### config.mk
export PLATFORM = sky130hd
export DESIGN_NAME = pipeline_stage_elastic
export DESIGN_NICKNAME = d
export VERILOG_FILES = /design/src/rtl/pipeline_stage_elastic.sv
export SDC_FILE = /design/constraint.sdc
export NUM_CORES = 1
export LEC_CHECK = 0
export ABC_AREA = 1
export CAP_MARGIN = 25
export CORE_UTILIZATION = 52
export CTS_CLUSTER_SIZE = 25
export DETAILED_ROUTE_END_ITERATION = 16
export GPL_ROUTABILITY_DRIVEN = 0
export PLACE_DENSITY = 0.92
export SLEW_MARGIN = 20
export SYNTH_ARGS = -nofsm -noshare
export SYNTH_HDL_FRONTEND = slang
export SYNTH_SLANG_ARGS = --single-unit
### constraint.sdc
create_clock -name clock -period 4.2 [get_ports clock]
set_clock_uncertainty 0.1 [all_clocks]
set_input_delay 0.84 -clock clock [delete_from_list [all_inputs] [get_ports clock]]
set_output_delay 0.84 -clock clock [all_outputs]
set_load 0.1 [all_outputs]
### src/rtl/pipeline_stage_elastic.sv
// pipeline_stage_elastic
// Elastic inter-stage pipeline register for the five-stage CPU. Carries a
// packed payload with a valid/ready handshake and a two-entry skid buffer, so
// full throughput is kept under backpressure while in_ready stays registered.
// Also provides a synchronous flush (branch squash) and saturating counters.
//
// state | meaning
// EMPTY | no entry held; main/skid hold stale or RESET_VAL data
// ONE   | main holds the head entry (out_valid=1), skid unused
// FULL  | main holds the head, skid holds the next entry (in_ready=0)
//
// Ports:
//   clock, reset      rising-edge clock, async active-high reset
//   flush             synchronous squash of every held entry
//   in_valid/in_ready/in_data     upstream handshake and payload
//   out_valid/out_ready/out_data  downstream handshake and payload
//   occupancy         entries held (0..2)
//   stall_cycles      saturating count of out_valid & !out_ready & !flush
//   flush_drops       saturating count of valid entries discarded by flush
module pipeline_stage_elastic #(
  parameter int unsigned       DATA_W    = 32,
  parameter int unsigned       CNT_W     = 16,
  parameter logic [DATA_W-1:0] RESET_VAL = '0
) (
  input  logic              clock,
  input  logic              reset,
  input  logic              flush,
  input  logic              in_valid,
  output logic              in_ready,
  input  logic [DATA_W-1:0] in_data,
  output logic              out_valid,
  input  logic              out_ready,
  output logic [DATA_W-1:0] out_data,
  output logic [1:0]        occupancy,
  output logic [CNT_W-1:0]  stall_cycles,
  output logic [CNT_W-1:0]  flush_drops
);

  // Encoding equals the number of held entries, so occupancy is the state.
  typedef enum logic [1:0] {
    EMPTY = 2'd0,
    ONE   = 2'd1,
    FULL  = 2'd2
  } state_t;

  localparam logic [CNT_W-1:0] CNT_MAX = '1;
  localparam logic [CNT_W-1:0] CNT_ONE = {{(CNT_W-1){1'b0}}, 1'b1};

  state_t              state_q, state_d;
  logic [DATA_W-1:0]   main_q, main_d;
  logic [DATA_W-1:0]   skid_q, skid_d;
  logic [CNT_W-1:0]    stall_q, stall_d;
  logic [CNT_W-1:0]    drops_q, drops_d;
  logic [CNT_W:0]      drop_sum;
  logic                take;

  assign in_ready     = (state_q != FULL);
  assign out_valid    = (state_q != EMPTY);
  assign occupancy    = state_q;
  assign out_data     = main_q;
  assign stall_cycles = stall_q;
  assign flush_drops  = drops_q;
  assign take         = in_valid && in_ready;

  always_ff @(posedge clock or posedge reset) begin
    if (reset) begin
      state_q <= EMPTY;
      main_q  <= RESET_VAL;
      skid_q  <= RESET_VAL;
      stall_q <= '0;
      drops_q <= '0;
    end else begin
      state_q <= state_d;
      main_q  <= main_d;
      skid_q  <= skid_d;
      stall_q <= stall_d;
      drops_q <= drops_d;
    end
  end

  always_comb begin
    state_d  = state_q;
    main_d   = main_q;
    skid_d   = skid_q;
    stall_d  = stall_q;
    drops_d  = drops_q;
    // At most 2 is added, so the carry bit alone flags saturation.
    drop_sum = {1'b0, drops_q} + {{(CNT_W-1){1'b0}}, occupancy};

    if (flush) begin
      // Squash wins over any transfer or handshake-out in the same cycle.
      state_d = EMPTY;
      main_d  = RESET_VAL;
      skid_d  = RESET_VAL;
      drops_d = drop_sum[CNT_W] ? CNT_MAX : drop_sum[CNT_W-1:0];
    end else begin
      if (out_valid && !out_ready && (stall_q != CNT_MAX)) begin
        stall_d = stall_q + CNT_ONE;
      end

      case (state_q)
        EMPTY: begin
          if (take) begin
            main_d  = in_data;
            state_d = ONE;
          end
        end
        ONE: begin
          if (take && out_ready) begin
            main_d = in_data;
          end else if (take) begin
            skid_d  = in_data;
            state_d = FULL;
          end else if (out_ready) begin
            state_d = EMPTY;
          end
        end
        FULL: begin
          if (out_ready) begin
            main_d  = skid_q;
            state_d = ONE;
          end
        end
        default: begin
          state_d = EMPTY;
        end
      endcase
    end
  end

endmodule

==> flow_metrics.env, run 1 <==
export IMPL_status="complete, no violations"
export IMPL_ios=105
export IMPL_grt_setup_unrepaired="false"
export IMPL_grt_remaining_overflow=0
export IMPL_yosysSeqAreaShare_pct=48.3
export IMPL_syn_area_um2=5080
export IMPL_grt_total_usage_pct=25.4
export IMPL_max_freq_mhz=331
export IMPL_p_leak_uw=0.00309
export IMPL_grt_pass1_vias=4465
export IMPL_yosys_area_top_type="dfrtp_1"
export IMPL_cts_setup_buffers=0
export IMPL_wl_um=12300
export IMPL_hpwlAfterDp_um=8530
export IMPL_sequentialPowerShare_pct=29.5
export IMPL_final_setup_worst_slack_ps=1180
export IMPL_drv_cap=0
export IMPL_ant_nets=0
export IMPL_path_buf_inv=1
export IMPL_ys_warn_count=0
export IMPL_crit_path_end_kind="register"
export IMPL_hold_class="register to register"
export IMPL_cts_buffers=9
export IMPL_p_int_uw=1960
export IMPL_synth_compound_area_share_pct=15.3
export IMPL_p_switching_uw=2560
export IMPL_yosys_area_share_simple_pct=21.8
export IMPL_path_clk_slew_ps=110
export IMPL_design_core_area_um2=9330
export IMPL_ff2ff_path_depth=12
export IMPL_clkPwrFrac_pct=13.2
export IMPL_yosys_register_bits=98
export IMPL_ys_types=32
export IMPL_hold_viol=0
export IMPL_critical_path_max_stage_delay_ps=810
export IMPL_synthAdderAreaFrac_pct=2.12
export IMPL_fin_tns_setup_ps=0
export IMPL_cts_tree="done"
export IMPL_vias=4671
export IMPL_regToRegSetupSlack_ps=1200
export IMPL_vias_per_cell=5.31
export IMPL_setup_viol=0
export IMPL_ir_worst_vdd_uv=448
export IMPL_cp_max_fo=34
export IMPL_area_growth_pct=26.3
export IMPL_die_h_um=101
export IMPL_synth_area_mux_share_pct=0
export IMPL_synthXorXnorAreaFrac_pct=2.07
export IMPL_whs_ps=404
export IMPL_worstHoldStart="out_data[19]"
export IMPL_min_period_ps=3020
export IMPL_cts_num_sinks=98
export IMPL_worstPathRequired_ps=4410
export IMPL_fp_dieArea_um2=10200
export IMPL_clock_root_buffer="clkbuf_8"
export IMPL_path_class="primary input to register"
export IMPL_rows=35
export IMPL_path_cells="clkdlybuf4s50_1 -> nor2_1 -> nand2_1 -> nand2_2 -> nor2_4 -> nand2_1 -> nand2_1"
export IMPL_critPathTopFamily="simple AND/OR/NAND/NOR gates"
export IMPL_ctsHoldBuffers=0
export IMPL_cts_htree_levels=3
export IMPL_syn_num_nets=697
export IMPL_post_place_ws_ps=844
export IMPL_clk_latency_ps=360
export IMPL_switching_share_pct=56.6
export IMPL_dieWidth_um=101
export IMPL_synth_top_cell_area_share_pct=48.3
export IMPL_crit_arrival_ps=3230
export IMPL_finalCritPeriodShare_pct=71.9
export IMPL_crit_slowest_cell="clkdlybuf4s50_1"
export IMPL_antenna_found_initial=0
export IMPL_wl_per_cell_um=14.0
export IMPL_drive_gt1_share_pct=6.00
export IMPL_cpMostUsedCell="nand2_1"
export IMPL_max_slew_margin_rel_pct=32.8
export IMPL_cts_buffer_depth=2
export IMPL_synth_area_top_cells="dfrtp_1 48%, nand2_1 14%, inv_1 7.2%"
export IMPL_synth_top_family_by_area="simple AND/OR/NAND/NOR gates"
export IMPL_port_buffers=104
export IMPL_start_kind="primary input"
export IMPL_grt_max_degree=81
export IMPL_r2r_start="occupancy[0]"
export IMPL_grt_first_pass_wirelength_um=20500
export IMPL_drt_iter0_markers=211
export IMPL_power_density_nw_per_um2=705
export IMPL_diodes=0
export IMPL_hold_end="out_data[19]"
export IMPL_p_comb_share_pct=57.4
export IMPL_r2r_end="out_data[29]"
export IMPL_final_max_slew_viol_count=0
export IMPL_synth_cells=652
export IMPL_layout_nets=790
export IMPL_first_pass_iters=4
export IMPL_holdPathStages=2
export IMPL_ctsResizeCount=0
export IMPL_initial_core_util_pct=54.4
export IMPL_drc=0
export IMPL_syn_area_per_cell_um2=7.79
export IMPL_worst_pin_slew_ps=1010
[routing by layer]
layer | global-route usage [%] | share of wire (%) | vias up
met1 | 35.0 | 44 | 2192
met2 | 41.0 | 48 | 203
met3 | 5.13 | 6.7 | 17
met5 | 0 | 0 | -
li1 | - | - | 2259
met4 | 7.36 | 1.3 | 0
[kinds of logic (layout without fill, tap and decap cells)]
kind of cell	count (synthesis)	count (layout)
compound gates	143	143
xor+xnor	12	12
simple gates	260	260
flops	98	98
buf+inv	131	229
fa+ha+maj	8	8
[state kept, by name, summed over array words and instances (netlist names)]
name,flops
skid_q,32
occupancy,2
out_data,32
flush_drops,16
stall_cycles,16
[cell usage in the layout, fill, tap and decap left out, types with 2 or more instances in the layout]
cell / instances
clkdlybuf4s50_1: 102
clkinv_4: 2
nand3b_1: 4
inv_8: 2
nand3_1: 21
o22ai_1: 32
nor3_1: 2
nand2_1: 185
dfrtp_1: 98
xnor2_1: 8
nor2_4: 3
o21ai_0: 70
ha_1: 6
a21oi_1: 34
nor2_1: 29
nand4_1: 6
xor2_1: 4
buf_4: 8
inv_2: 5
o21ai_1: 5
inv_1: 96
clkbuf_8: 10
nand3_2: 3
[cells in the mapped netlist]
cell and n:
a21oi_1 34, and3_1 1, buf_2 2, buf_4 3
buf_6 3, clkbuf_1 21, dfrtp_1 98, fa_1 1
ha_1 7, inv_1 97, inv_2 5, nand2_1 185
nand2_2 1, nand2_4 1, nand3_1 21, nand3_2 3
nand3b_1 4, nand4_1 6, nor2_1 29, nor2_2 1
nor2_4 3, nor3_1 2, nor3_4 1, nor4_1 1
o21ai_0 70, o21ai_1 5, o21ai_4 1, o22ai_1 32
o31ai_2 1, or2_2 1, xnor2_1 8, xor2_1 4
[worst max-delay path by stage]
stage | start | to | slack, ps | depth (start not counted)
after floorplan | reset | flush_drops[0] | 700 | 1
after global placement | flush | out_data[28] | 1010 | 7
after detailed placement | flush | out_data[29] | 840 | 7
after CTS | occupancy[1] | occupancy[1] | 1200 | 1
after global routing | occupancy[0] | out_data[1] | 960 | 12
final | flush | out_data[29] | 1180 | 7
[cell type report]
class | count | area [µm²]
Tap cell | 129 | 161
Sequential cell | 98 | 2450
Clock inverter | 6 | 56.3
Inverter | 102 | 385
Timing Repair Buffer | 111 | 1110
Multi-Input combinational cell | 423 | 2110
Clock buffer | 10 | 138
Fill cell | 746 | 2920
[power groups by stage]
| stage | clock (µW) | combinational, µW | sequential [µW] |
|---|---|---|---|
| 6_report | 595 | 2590 | 1330 |
| 5_1_grt | 655 | 2710 | 1360 |
| 4_1_cts | 607 | 2590 | 1330 |
| 3_5_place_dp | 0 | 2590 | 1350 |
| 3_3_place_gp | 0 | 2540 | 1330 |
| 2_1_floorplan | 0 | 610 | 2710 |
[worst min-delay path, stage by stage, from the launching register on]
cell and delay (ps):
dfrtp_1 360, o21ai_1 60, nand2_1 50
[through the flow]
stage,total power (µW),area [µm²],utilization (%),cells
after global routing,4730,6410,68.7,879
after floorplan,3320,5080,-,652
after global placement,3870,6190,66.3,862
final,4520,6410,68.7,879
after detailed placement,3940,6190,66.3,862
after CTS,4530,6380,68.4,878
Note: power is estimated with default switching activity, not from simulation.
==> inputs of run 2 (changes only) <==
==> constraint.sdc (replaced) <==
create_clock -name clock -period 2.8 [get_ports clock]
set_clock_uncertainty 0.1 [all_clocks]
set_input_delay 0.56 -clock clock [delete_from_list [all_inputs] [get_ports clock]]
set_output_delay 0.56 -clock clock [all_outputs]
set_load 0.1 [all_outputs]
==> run 2 against run 1 <==
  * Via count shrank 1.9%
  * Cell count grew 0.34%
  * Count of clock-buffer cells in the layout is the same
  * Cell area shrank 2.1%
  * Non-clock buffer count grew 3
  * Sequential power grew 50%
  * Routed wire length shrank 1.8%
  * Setup slack lost 700 ps
  * Critical path depth grew 3
  * Core utilization shrank 1.4 points
  * Register-to-register slack lost 720 ps
  * Critical endpoint is now occupancy[1]
  * Largest power group unchanged
  * Highest routed layer unchanged
==> flow_metrics.env, run 2 (same netlist as run 1, synthesis figures left out) <==
export IMPL_status="complete, no violations"
export IMPL_drc=0
export IMPL_p_leak_uw=0.00321
export IMPL_hold_class="register to register"
export IMPL_finalCritPeriodShare_pct=82.9
export IMPL_path_class="register to register"
export IMPL_register_area_um2=2450
export IMPL_r2r_start="occupancy[0]"
export IMPL_max_slew_margin_rel_pct=52.6
export IMPL_p_int_uw=2850
export IMPL_worstPathRequired_ps=3000
export IMPL_cts_num_sinks=98
export IMPL_initial_core_util_pct=54.4
export IMPL_power_density_nw_per_um2=1070
export IMPL_vias=4583
export IMPL_port_buffers=104
export IMPL_p_comb_share_pct=56.8
export IMPL_fp_dieArea_um2=10200
export IMPL_hold_viol=0
export IMPL_setup_viol=0
export IMPL_grt_max_degree=99
export IMPL_dpl_cell_area_um2=6080
export IMPL_critPathTopFamily="buffers and inverters"
export IMPL_grt_setup_unrepaired="false"
export IMPL_clk_latency_ps=370
export IMPL_final_area_um2=6270
export IMPL_start_kind="register"
export IMPL_critical_path_max_stage_delay_ps=470
export IMPL_crit_path_end_kind="register"
export IMPL_cts_htree_levels=3
export IMPL_multi_input_area_um2=2110
export IMPL_design_core_area_um2=9330
export IMPL_sequentialPowerShare_pct=29.7
export IMPL_cpMostUsedCell="nand2_1"
export IMPL_drv_cap=0
export IMPL_fin_tns_setup_ps=0
export IMPL_ios=105
export IMPL_worst_pin_slew_ps=709
export IMPL_crit_arrival_ps=2520
export IMPL_path_buf_inv=4
export IMPL_p_switching_uw=3840
export IMPL_diodes=0
export IMPL_crit_slowest_cell="dfrtp_2"
export IMPL_min_period_ps=2320
export IMPL_finalPower_uw=6700
export IMPL_mostFrequentLayoutCell="nand2_1"
export IMPL_cts_tree="done"
export IMPL_grt_pass1_vias=4262
export IMPL_path_clk_slew_ps=100
export IMPL_wl_um=12100
export IMPL_utilization_pct=67.3
export IMPL_drive_gt1_share_pct=15.4
export IMPL_area_growth_pct=23.6
export IMPL_drt_iter0_markers=225
export IMPL_grt_total_usage_pct=25.1
export IMPL_final_max_slew_viol_count=0
export IMPL_ctsResizeCount=0
export IMPL_rows=35
export IMPL_cts_buffers=9
export IMPL_hpwlAfterDp_um=8440
export IMPL_antenna_found_initial=0
export IMPL_ir_worst_vdd_uv=1040
export IMPL_dieWidth_um=101
export IMPL_nFillCells=735
export IMPL_wl_per_cell_um=13.7
export IMPL_cp_max_fo=65
export IMPL_clock_root_buffer="clkbuf_8"
export IMPL_layout_nets=793
export IMPL_ant_nets=0
export IMPL_die_h_um=101
export IMPL_ctsHoldBuffers=0
export IMPL_grt_remaining_overflow=0
export IMPL_first_pass_iters=5
export IMPL_max_freq_mhz=431
export IMPL_clkPwrFrac_pct=13.5
export IMPL_worstHoldStart="out_data[18]"
export IMPL_whs_ps=399
export IMPL_cts_buffer_depth=2
export IMPL_cts_setup_buffers=0
export IMPL_vias_per_cell=5.20
export IMPL_grt_first_pass_wirelength_um=20200
export IMPL_mostFrequentLayoutCells="185 x nand2_1, 96 x inv_1, 96 x dfrtp_1"
export IMPL_switching_share_pct=57.4
export IMPL_path_cells="inv_1 -> ha_2 -> buf_4 -> nand2_1 -> nand2_2 -> buf_4 -> inv_1 -> nand2_1 -> nand2_1 -> nand2_1"
export IMPL_critPathLaunch="occupancy[0]"
==> run 2: changes by cell type in the layout (fill, tap and decap cells not counted) <==
cell / delta
clkdlybuf4s50_1: -66
inv_4: -1
inv_6: +3
dfrtp_1: -2
clkinv_4: -1
buf_16: -1
dfrtp_2: +2
inv_8: -1
buf_4: +68
buf_12: +2
==> run 2: path summary, 6_finish.rpt <==
path                                endpoint  slack, ps  cells past startpoint
worst max-delay path            occupancy[1]        480                     10
worst min-delay path            out_data[18]        400                      2
worst max register to register  occupancy[1]        480                     10
worst min register to register  out_data[18]        400                      2
max in group asynchronous       occupancy[1]       1600                      3
min in group asynchronous       out_data[23]        570                      3
==> run 2: worst reg2reg max path: stages, from the launching register on <==
cell and delay (ps):
dfrtp_2 470, inv_1 100, ha_2 190, buf_4 470, nand2_1 160, nand2_2 120, buf_4 310, inv_1 130
nand2_1 90, nand2_1 50, nand2_1 60
==> run 2: power groups by stage <==
stage	combinational, µW	sequential [µW]	clock [µW]
floorplan	915	4060	0
global placement	3740	2000	0
detailed placement	3810	2020	0
CTS	3810	1990	924
global route	4000	2020	978
finish	3810	1990	904
==> run 2: final cells by class <==
class                   instances  area share, %
clock buffers                  10           2.19
clock inverters                 6          0.878
inverters                     102           6.16
multi-input cells             423           33.6
flip-flops and latches         98           39.1
well taps                     129           2.57
repair buffers                114           15.5
==> run 2: through the flow <==
step / setup slack (ps) / cells
2_1_floorplan: 60.3 / 652
5_1_grt: 293 / 882
4_1_cts: 497 / 882
6_report: 478 / 882
3_3_place_gp: 331 / 866
3_5_place_dp: 241 / 866
==> run 2: metal layers <==
layer	wire length, µm	share of wire [%]	track usage (%)
met3	596	4.9	3.05
met2	5950	49	41.4
met5	0	0	0
met1	5420	45	35.1
met4	129	1.1	7.02
==> inputs of run 3 (changes only) <==
==> constraint.sdc (replaced) <==
create_clock -name clock -period 2.2 [get_ports clock]
set_clock_uncertainty 0.1 [all_clocks]
set_input_delay 0.44 -clock clock [delete_from_list [all_inputs] [get_ports clock]]
set_output_delay 0.44 -clock clock [all_outputs]
set_load 0.1 [all_outputs]
==> run 3 against run 2 <==
  * Sequential cell count stayed put
  * Routed wire length is 3.8% higher
  * Clock power is 29% higher
  * Hold slack worse by 5.4 ps
  * Critical path depth is 1 lower
  * Cell count is 0.68% higher
  * Cell area is 2.6% higher
  * Combinational power is 34% higher
  * Power is 32% higher
  * Maximum frequency is 13% higher
  * Setup slack worse by 330 ps
  * Die area stayed put
  * Highest routed layer unchanged
==> flow_metrics.env, run 3 (same netlist as run 1, synthesis figures left out) <==
export IMPL_cts_htree_levels=3
export IMPL_antenna_found_initial=0
export IMPL_area_growth_pct=26.8
export IMPL_path_buf_inv=3
export IMPL_design_core_area_um2=9330
export IMPL_grt_remaining_overflow=0
export IMPL_cts_buffers=9
export IMPL_dp_cells=872
export IMPL_die_h_um=101
export IMPL_hpwlAfterDp_um=8750
export IMPL_path_clk_slew_ps=100
export IMPL_max_freq_mhz=488
export IMPL_wl_per_cell_um=14.1
export IMPL_drc=0
export IMPL_worst_pin_slew_ps=523
export IMPL_cpMostUsedCell="inv_1"
export IMPL_grt_pass1_vias=4596
export IMPL_final_max_slew_viol_count=0
export IMPL_status="complete, no violations"
export IMPL_cts_tree="done"
export IMPL_path_cells="ha_1 -> inv_1 -> fa_1 -> inv_1 -> nand2_1 -> nor2_1 -> nand3_2 -> buf_4 -> o21ai_0"
export IMPL_ant_nets=0
export IMPL_start_kind="register"
export IMPL_crit_arrival_ps=2220
export IMPL_final_cells=888
export IMPL_clk_latency_ps=380
export IMPL_dieWidth_um=101
export IMPL_power_density_nw_per_um2=1370
export IMPL_clock_root_buffer="clkbuf_8"
export IMPL_cp_max_fo=12
export IMPL_crit_slowest_cell="dfrtp_2"
export IMPL_cts_buffer_depth=2
export IMPL_vias=4675
export IMPL_hold_viol=0
export IMPL_diodes=0
export IMPL_ir_worst_vdd_uv=1150
export IMPL_finalCritPeriodShare_pct=93.1
export IMPL_mostFrequentLayoutCells="184 x nand2_1, 93 x inv_1, 92 x dfrtp_1"
export IMPL_wl_um=12600
export IMPL_grt_max_degree=99
export IMPL_fp_dieArea_um2=10200
export IMPL_port_buffers=104
export IMPL_vias_per_cell=5.26
export IMPL_mostFrequentLayoutCell="nand2_1"
export IMPL_setup_viol=0
export IMPL_layout_nets=799
export IMPL_drive_gt1_share_pct=17.4
export IMPL_hold_class="register to register"
export IMPL_crit_path_end_kind="register"
export IMPL_min_period_ps=2050
export IMPL_ios=105
export IMPL_path_class="register to register"
export IMPL_final_setup_worst_slack_ps=151
export IMPL_whs_ps=394
export IMPL_critical_path_max_stage_delay_ps=440
export IMPL_cts_num_sinks=98
export IMPL_p_leak_uw=0.00326
export IMPL_initial_core_util_pct=54.4
export IMPL_drv_cap=0
export IMPL_first_pass_iters=6
export IMPL_drt_iter0_markers=301
export IMPL_post_place_ws_ps=117
export IMPL_worstPathRequired_ps=2370
export IMPL_grt_total_usage_pct=26.2
export IMPL_grt_first_pass_wirelength_um=21100
export IMPL_rows=35
export IMPL_max_slew_margin_rel_pct=65.2
export IMPL_critPathTopFamily="adder cells"
==> run 3: cell count changes in the layout (fill, tap and decap cells not counted), moves of 2 or more <==
cell	before	now
inv_8	1	3
dfrtp_2	2	6
inv_6	4	2
inv_1	96	93
buf_12	2	8
o21ai_0	70	42
o21ai_1	5	33
dfrtp_1	96	92
==> run 3: tightest hold or removal path, cell delays in order (launching register included) <==
cell and delay (ps):
dfrtp_1 360, o21ai_1 60, nand2_1 50
==> run 3: final timing paths <==
check                             start              to  slack, ps  cells after the start
setup / recovery           occupancy[0]  flush_drops[2]        150                      9
hold / removal              out_data[1]     out_data[1]        390                      2
setup reg to reg           occupancy[0]  flush_drops[2]        150                      9
hold reg to reg             out_data[1]     out_data[1]        390                      2
max in group asynchronous         reset    occupancy[1]       1110                      3
min in group asynchronous         reset    out_data[23]        430                      3
==> run 3: metrics by stage <==
step | instance area, µm² | utilization (%) | setup TNS, ps | total power (µW)
2_1_floorplan | 5170 | - | -3970 | 6510
3_3_place_gp | 6230 | 66.8 | 0 | 7580
3_5_place_dp | 6230 | 66.8 | 0 | 7690
4_1_cts | 6430 | 69.0 | 0 | 8870
5_1_grt | 6440 | 69.0 | -12.8 | 9230
6_report | 6440 | 69.0 | 0 | 8840
==> run 3: repair_timing <==
action                     in CTS  in global routing
setup endpoints to repair       0                  1
hold buffers                    0                  0
buffers inserted                0                  0
gates resized for setup         0                  1
hold endpoints to repair        0                  0
==> run 3: routing by layer <==
layer	global-route usage (%)	routed length (µm)	vias to the layer above
met4	8.36	147	0
met3	4.72	815	15
li1	-	-	2275
met5	0	0	-
met2	43.3	6230	171
met1	35.2	5370	2214
==> run 3: where the power goes <==
group          total [µW]  internal [µW]  switching [µW]
registers            2550           2220             336
logic                5110           1140            3970
clock network        1170            453             722
==> run 3: cell type report <==
type | count | area (µm²)
tap | 129 | 161
clock buffer | 9 | 124
clock inverter | 7 | 76.3
multi-input combinational | 423 | 2130
fill | 744 | 2890
inverter | 102 | 398
timing repair buffer | 120 | 1090
sequential | 98 | 2460
